**config.mk**
```make
export PLATFORM = sky130hd
export DESIGN_NAME = req_priority_encoder_flat
export DESIGN_NICKNAME = d
export VERILOG_FILES = /design/src/rtl/req_priority_encoder_if.sv /design/src/rtl/req_priority_encoder.sv /design/src/flat_wrapper.sv
export SDC_FILE = /design/constraint.sdc
export NUM_CORES = 1
export LEC_CHECK = 0
export CAP_MARGIN = 40
export CORE_AREA = 2 2 39 41
export DETAILED_ROUTE_END_ITERATION = 10
export DIE_AREA = 0 0 41 43
export GPL_ROUTABILITY_DRIVEN = 1
export PLACE_DENSITY = 0.59
export SYNTH_ARGS = -nofsm -noshare
export SYNTH_HDL_FRONTEND = slang
export SYNTH_SLANG_ARGS = --single-unit
export TNS_END_PERCENT = 5
```
**constraint.sdc**
```tcl
create_clock -name clk -period 1.41 [get_ports clk]
set_clock_uncertainty 0.2 [all_clocks]
set_input_delay 0.141 -clock clk [delete_from_list [all_inputs] [get_ports clk]]
set_output_delay 0.141 -clock clk [all_outputs]
set_load 0.005 [all_outputs]
```
**src/rtl/req_priority_encoder_if.sv**
```systemverilog
// Request/index bundle for req_priority_encoder: sticky request lines in,
// registered index handshake and status out.
interface req_priority_encoder_if #(
    parameter int N = 4
);
    localparam int W = $clog2(N);

    logic [N-1:0] req;
    logic [W-1:0] out_idx;
    logic         out_valid;
    logic         out_ready;
    logic [N-1:0] pending;
    logic         overflow;

    // master is the encoder, slave is the request source / index consumer
    modport master (
        input  req,
        input  out_ready,
        output out_idx,
        output out_valid,
        output pending,
        output overflow
    );

    modport slave (
        output req,
        output out_ready,
        input  out_idx,
        input  out_valid,
        input  pending,
        input  overflow
    );
endinterface

```
**src/rtl/req_priority_encoder.sv**
```systemverilog
// Sequential N-to-log2(N) priority encoder: sticky pending mask, highest bit
// wins, registered valid/ready index output with one index per cycle.
module req_priority_encoder #(
    parameter int N = 4
) (
    input  logic                  clk,
    input  logic                  rst_n,
    req_priority_encoder_if.master bus
);
    localparam int W = $clog2(N);

    typedef enum logic {
        IDLE    = 1'b0,
        PRESENT = 1'b1
    } state_t;

    state_t         state_q;
    state_t         state_d;
    logic [N-1:0]   pending_q;
    logic [W-1:0]   idx_q;
    logic           valid_q;
    logic           overflow_q;
    logic           load;
    logic [W-1:0]   win;
    logic [N-1:0]   clr_mask;

    // Later iterations overwrite earlier ones, so the highest set bit wins.
    function automatic logic [W-1:0] top_index(input logic [N-1:0] v);
        logic [W-1:0] r;
        r = '0;
        for (int i = 0; i < N; i++) begin
            if (v[i]) r = W'(i);
        end
        return r;
    endfunction

    assign win      = top_index(pending_q);
    assign clr_mask = load ? (N'(1) << win) : '0;

    always_comb begin
        state_d = state_q;
        load    = 1'b0;
        case (state_q)
            IDLE: begin
                if (pending_q != '0) begin
                    load    = 1'b1;
                    state_d = PRESENT;
                end
            end
            PRESENT: begin
                if (bus.out_ready) begin
                    if (pending_q != '0) load = 1'b1;
                    else                 state_d = IDLE;
                end
            end
            default: state_d = IDLE;
        endcase
    end

    always_ff @(posedge clk) begin
        if (!rst_n) begin
            state_q    <= IDLE;
            pending_q  <= '0;
            idx_q      <= '0;
            valid_q    <= 1'b0;
            overflow_q <= 1'b0;
        end else begin
            state_q    <= state_d;
            // A req on the bit being cleared re-arms it as a fresh event.
            pending_q  <= (pending_q & ~clr_mask) | bus.req;
            overflow_q <= |(bus.req & pending_q & ~clr_mask);
            valid_q    <= (state_d == PRESENT);
            if (load) idx_q <= win;
        end
    end

    assign bus.out_idx   = idx_q;
    assign bus.out_valid = valid_q;
    assign bus.pending   = pending_q;
    assign bus.overflow  = overflow_q;
endmodule

```
**src/flat_wrapper.sv**
```systemverilog
// flat-port wrapper written by rule: the top's interface ports become plain ports
module req_priority_encoder_flat 
#(
    parameter int N = 4
)
  (clk, rst_n, bus_req, bus_out_ready, bus_out_idx, bus_out_valid, bus_pending, bus_overflow);
  req_priority_encoder_if #(.N(N)) bus_i ();
  input  logic clk;
  input  logic rst_n;
  input wire logic [$bits(bus_i.req)-1:0] bus_req;
  input wire logic [$bits(bus_i.out_ready)-1:0] bus_out_ready;
  output wire logic [$bits(bus_i.out_idx)-1:0] bus_out_idx;
  output wire logic [$bits(bus_i.out_valid)-1:0] bus_out_valid;
  output wire logic [$bits(bus_i.pending)-1:0] bus_pending;
  output wire logic [$bits(bus_i.overflow)-1:0] bus_overflow;
  assign bus_i.req = bus_req;
  assign bus_i.out_ready = bus_out_ready;
  assign bus_out_idx = bus_i.out_idx;
  assign bus_out_valid = bus_i.out_valid;
  assign bus_pending = bus_i.pending;
  assign bus_overflow = bus_i.overflow;
  req_priority_encoder #(.N(N)) u_core (.clk(clk), .rst_n(rst_n), .bus(bus_i));
endmodule
```
* After elaboration in Yosys (flattened, before gate mapping)
Index checks and enable logic that the tools add are counted.
Widths: inputs -> output; s select.
** Word-level totals
- Register bits after elaboration :: 8
- Input bits :: 7
- Output and inout bits :: 8
- Word-level logic and storage cells :: 22
** Operators by class
- Shift-type cells :: 1
- Multiplexer cells :: 9
- Bitwise operators :: 6
- Reductions and logical operators :: 2
** Operators with widths (number)
- $and 4x4->4 :: 3
- $mux 1 :: 4
- $mux 2 :: 2
- $mux 4 :: 1
- $not 4->4 :: 1
- $or 4x4->4 :: 1
- $pmux 1 s2 :: 2
- $reduce_bool 4->1 :: 1
- $reduce_or 4->1 :: 1
- $shl 1x2->4 const A :: 1
- $not 1->1 :: 1

* Logic depth before layout (Yosys ltp)
- Word-level depth :: 8
- Gate-level depth with buffers :: 4
- Gate-level depth less buffers :: 3

* Worst setup path before layout
Ideal clock, no wire load.
- Path kind :: register to register
- Start point :: register u_core.bus.out_valid (netlist name)
- End point :: register u_core.overflow_q, in the netlist u_core.bus.overflow
- Setup time :: 0.140 ns
- Data arrival time :: 0.945 ns
- Required time :: 1.070 ns
- Setup slack :: 0.125 ns
- Stages on the path, launching flop included :: 5
- Buffers on the path :: 1
- Clock period less this slack :: 1.285 ns
- Path through :: dfxtp_1 -> nor2b_4 -> buf_6 -> o311ai_0 -> a41oi_1
** RTL lines
- end signal: assignment :: line req_priority_encoder.sv:71 : overflow_q <= |(bus.req & pending_q & ~clr_mask);
- end: declaration :: line req_priority_encoder.sv:22 : logic overflow_q;

* Final worst setup path
- Start point :: register u_core.pending_q[2], in the netlist u_core.bus.pending[2]
- End point :: register u_core.pending_q[0], in the netlist u_core.bus.pending[0]
** On the way
- Cells in the longest elaborated chain, start to end :: 8
- Elaborated cells between the ends (all ways) :: 11
- Those cells by class :: 1 x shift; 6 x mux; 3 x bitwise; 1 x reduce/logical
** RTL lines
- start: declaration :: line req_priority_encoder.sv:19 : logic [N-1:0] pending_q;
- start signal: assignment :: line req_priority_encoder.sv:70 : pending_q <= (pending_q & ~clr_mask) | bus.req;
- $reduce_bool 4->1 :: line req_priority_encoder.sv:45, req_priority_encoder.sv:52
- $mux 1 :: line req_priority_encoder.sv:45, req_priority_encoder.sv:52
- $mux 1 :: line req_priority_encoder.sv:51 : if (bus.out_ready) begin
- $pmux 1 s2 :: line req_priority_encoder.sv:43 : case (state_q)
- $mux 4 * :: line req_priority_encoder.sv:38 : assign clr_mask = load ? (N'(1) << win) : '0;
- $not 4->4 * :: line req_priority_encoder.sv:70
- $and 4x4->4 * :: line req_priority_encoder.sv:70
- $or 4x4->4 * :: line req_priority_encoder.sv:70
Mark *: on every way between the ends. The rest lies on a longest branch, timed or not.
A chain may end at the register's enable or synchronous reset.

==> qor.txt <==
Status - finished with violations
Worst Hold Depth - 3
FP Rows - 14
Worst vdd ir - 0.000387 V
CTS H-tree depth - 1
Initial antenna violation count - 0
CP top delay family - compound AO/OA/AOI/OAI gates
TritonCTS buffer count - 3
Hold-fix buffers, CTS - 0
Drt wl/cell - 11.7 µm
Overall power - 0.000552 W
Via-per-instance ratio - 4.75
Port buffer count - 14
Die X - 41 µm
Layout Cell Area excl Fill - 598 µm²
Global-route wire length before repair - 1210 µm
Initial Util - 0.262
Setup TNS - -0.0112 ns
Ant. Diodes - 0
Max Cap Viol - 0
DRT Pass-1 Iters - 2
Via Count - 356
Vias in the first global route - 308
Max-slew violation count - 0
Failing checks - setup timing
Worst min-delay path endpoint - u_core.bus.pending[1]
Finished Layout Cells - 75
Syn_area_per_cell - 9.30 µm²
CP max FO - 5
Clock tree buffer depth - 2
DP Area - 529 µm²
R2R setup slack - -0.01 ns
Worst path required time - 1.33 ns
Crit end category - register
Mapped Area - 363 µm²
Nets - 68
Root Buffer - clkbuf_4
Final critical-path share of the clock period - 1.01
Largest net degree at the start of global routing - 12
PwrDens - 924 nW/µm²
Synthesis Warnings - 0
I/O pins - 15
Layout area overhead - 64.8%
Die Height - 43 µm
Clock transition at path regs - 0.05 ns
Endpoints failing setup - 1
Post-layout min period - 1.42 ns
DP Cell Count - 70
Syn Inst Count - 39
Core Footprint - 1380 µm²
CTS tree - built
DRC Markers - 0
Worst path max stage delay - 0.34 ns
Cells along the critical path - buf_4 > or2_4 > o31ai_1 > a21oi_1
Netlist cell types - 19
Worst-Margin Slew - 0.322 ns
CP bufs+invs - 1
Critical R2R Capture - u_core.bus.pending[0]
Worst R2R Path Depth - 4
Initial DRC Count - 4
Worst Hold Launch - bus_req[1]
Critical-path top delay cell - dfxtp_4
Gpl congestion - 0.757
Detailed Route WL - 879 µm
DIE AREA - 1760 µm²
Hold Violations, Final - 0
Hpwl dp - 613 µm
RSZ-0062 raised after global routing - true
Yosys reg bits - 8
Grt ovf - 0
Share of layout cells above drive strength 1 - 0.288
Final setup margin - -0.0112 ns
Kind of critical path - register to register
Seq/Total Area, Yosys - 0.441
Most frequent cells in the layout - a21oi_1 (7), dlygate4sd2_1 (7), clkdlybuf4s50_1 (6)
Total track usage - 0.107
Critical Path AT - 1.34 ns
Antenna viol nets, final - 0
RR Startpoint - u_core.bus.pending[2]
CTS Sinks - 8
Top achievable clock speed - 704 MHz
Worst hold path type - input port to register
Leak - 0.271 nW
Normalized max-slew margin - 0.783
Setup crit start kind - register
DP Worst Slack - -0.160 ns
Syn_nets - 46
Insertion delay to the later sink of the worst-skew pair - 0.24 ns
[what timing repair did]
| item | 4_1_cts | 5_1_grt |
|---|---|---|
| buffers inserted | 2 | 0 |
| endpoints found under the setup margin | 7 | 3 |
| hold endpoints to repair | 0 | 0 |
| resized for setup | 12 | 5 |
[state kept, by name, summed over array words and instances (netlist names)]
name,flops
u_core.bus.out_idx,2
u_core.bus.out_valid,1
u_core.bus.overflow,1
u_core.bus.pending,4
[metal layers]
layer | vias up | wire (µm) | global-route usage | part of all wire
li1 | 183 | - | - | -
met1 | 160 | 392 | 0.123 | 0.45
met2 | 11 | 409 | 0.147 | 0.47
met3 | 2 | 74 | 0.0471 | 0.084
met4 | 0 | 2 | 0.0800 | 0.0023
met5 | - | 0 | 0 | 0
[stage by stage]
| step | util | hold WS [ns] |
|---|---|---|
| floorplan | - | 0.0584 |
| global placement | 0.382 | 0.274 |
| detailed placement | 0.382 | 0.275 |
| CTS | 0.410 | 0.253 |
| global route | 0.432 | 0.268 |
| finish | 0.432 | 0.260 |
[worst min-delay path, stage by stage]
cell	delay, ns
clkdlybuf4s50_1	0.42
inv_1	0.06
a21oi_1	0.05
[worst max-delay path by stage]
stage / startpoint / to / slack [ns] / depth (start not counted)
2_1_floorplan: u_core.bus.out_valid / u_core.bus.overflow / 0.13 / 4
3_3_place_gp: bus_out_ready / u_core.bus.overflow / -0.12 / 4
3_5_place_dp: bus_out_ready / u_core.bus.overflow / -0.16 / 4
4_1_cts: u_core.bus.pending[2] / u_core.bus.overflow / -0.02 / 4
5_1_grt: u_core.bus.pending[2] / u_core.bus.pending[0] / -0.05 / 4
6_report: u_core.bus.pending[2] / u_core.bus.pending[0] / -0.01 / 4
[cells by family after synthesis]
kind of cell | Yosys count | share of synthesized area
buffers and inverters | 7 | 0.0965
flip-flops | 8 | 0.441
AO/OA/AOI/OAI | 18 | 0.324
AND/OR/NAND/NOR | 6 | 0.138
[layout make-up]
class,instances,area [µm²]
fillers,152,786
multi-input cells,24,196
clock buffers,3,22.5
flip-flops and latches,8,169
well taps,16,20.0
repair buffers,19,171
inverters,5,18.8
[Yosys cell counts, drive strengths merged]
master | instances | area [µm²]
o31ai | 2 | 15.0
a41oi | 1 | 8.76
o21bai | 1 | 7.51
or2b | 1 | 8.76
or2 | 1 | 6.26
nor4 | 1 | 12.5
o311a | 1 | 11.3
o211ai | 1 | 7.51
dfxtp | 8 | 160
nor2 | 1 | 3.75
a21oi | 7 | 35.0
nand3 | 1 | 5.00
inv | 5 | 18.8
buf | 2 | 16.3
nor2b | 1 | 13.8
o311ai | 2 | 17.5
o21ai | 3 | 15.0
[power breakdown]
| part | internal, W | switching (W) | total (W) |
|---|---|---|---|
| Sequential | 0.000245 | 0.0000144 | 0.000259 |
| Combinational | 0.0000741 | 0.0000534 | 0.000127 |
| Clock | 0.0000968 | 0.0000689 | 0.000166 |
Power figures use the tool's default switching activity.
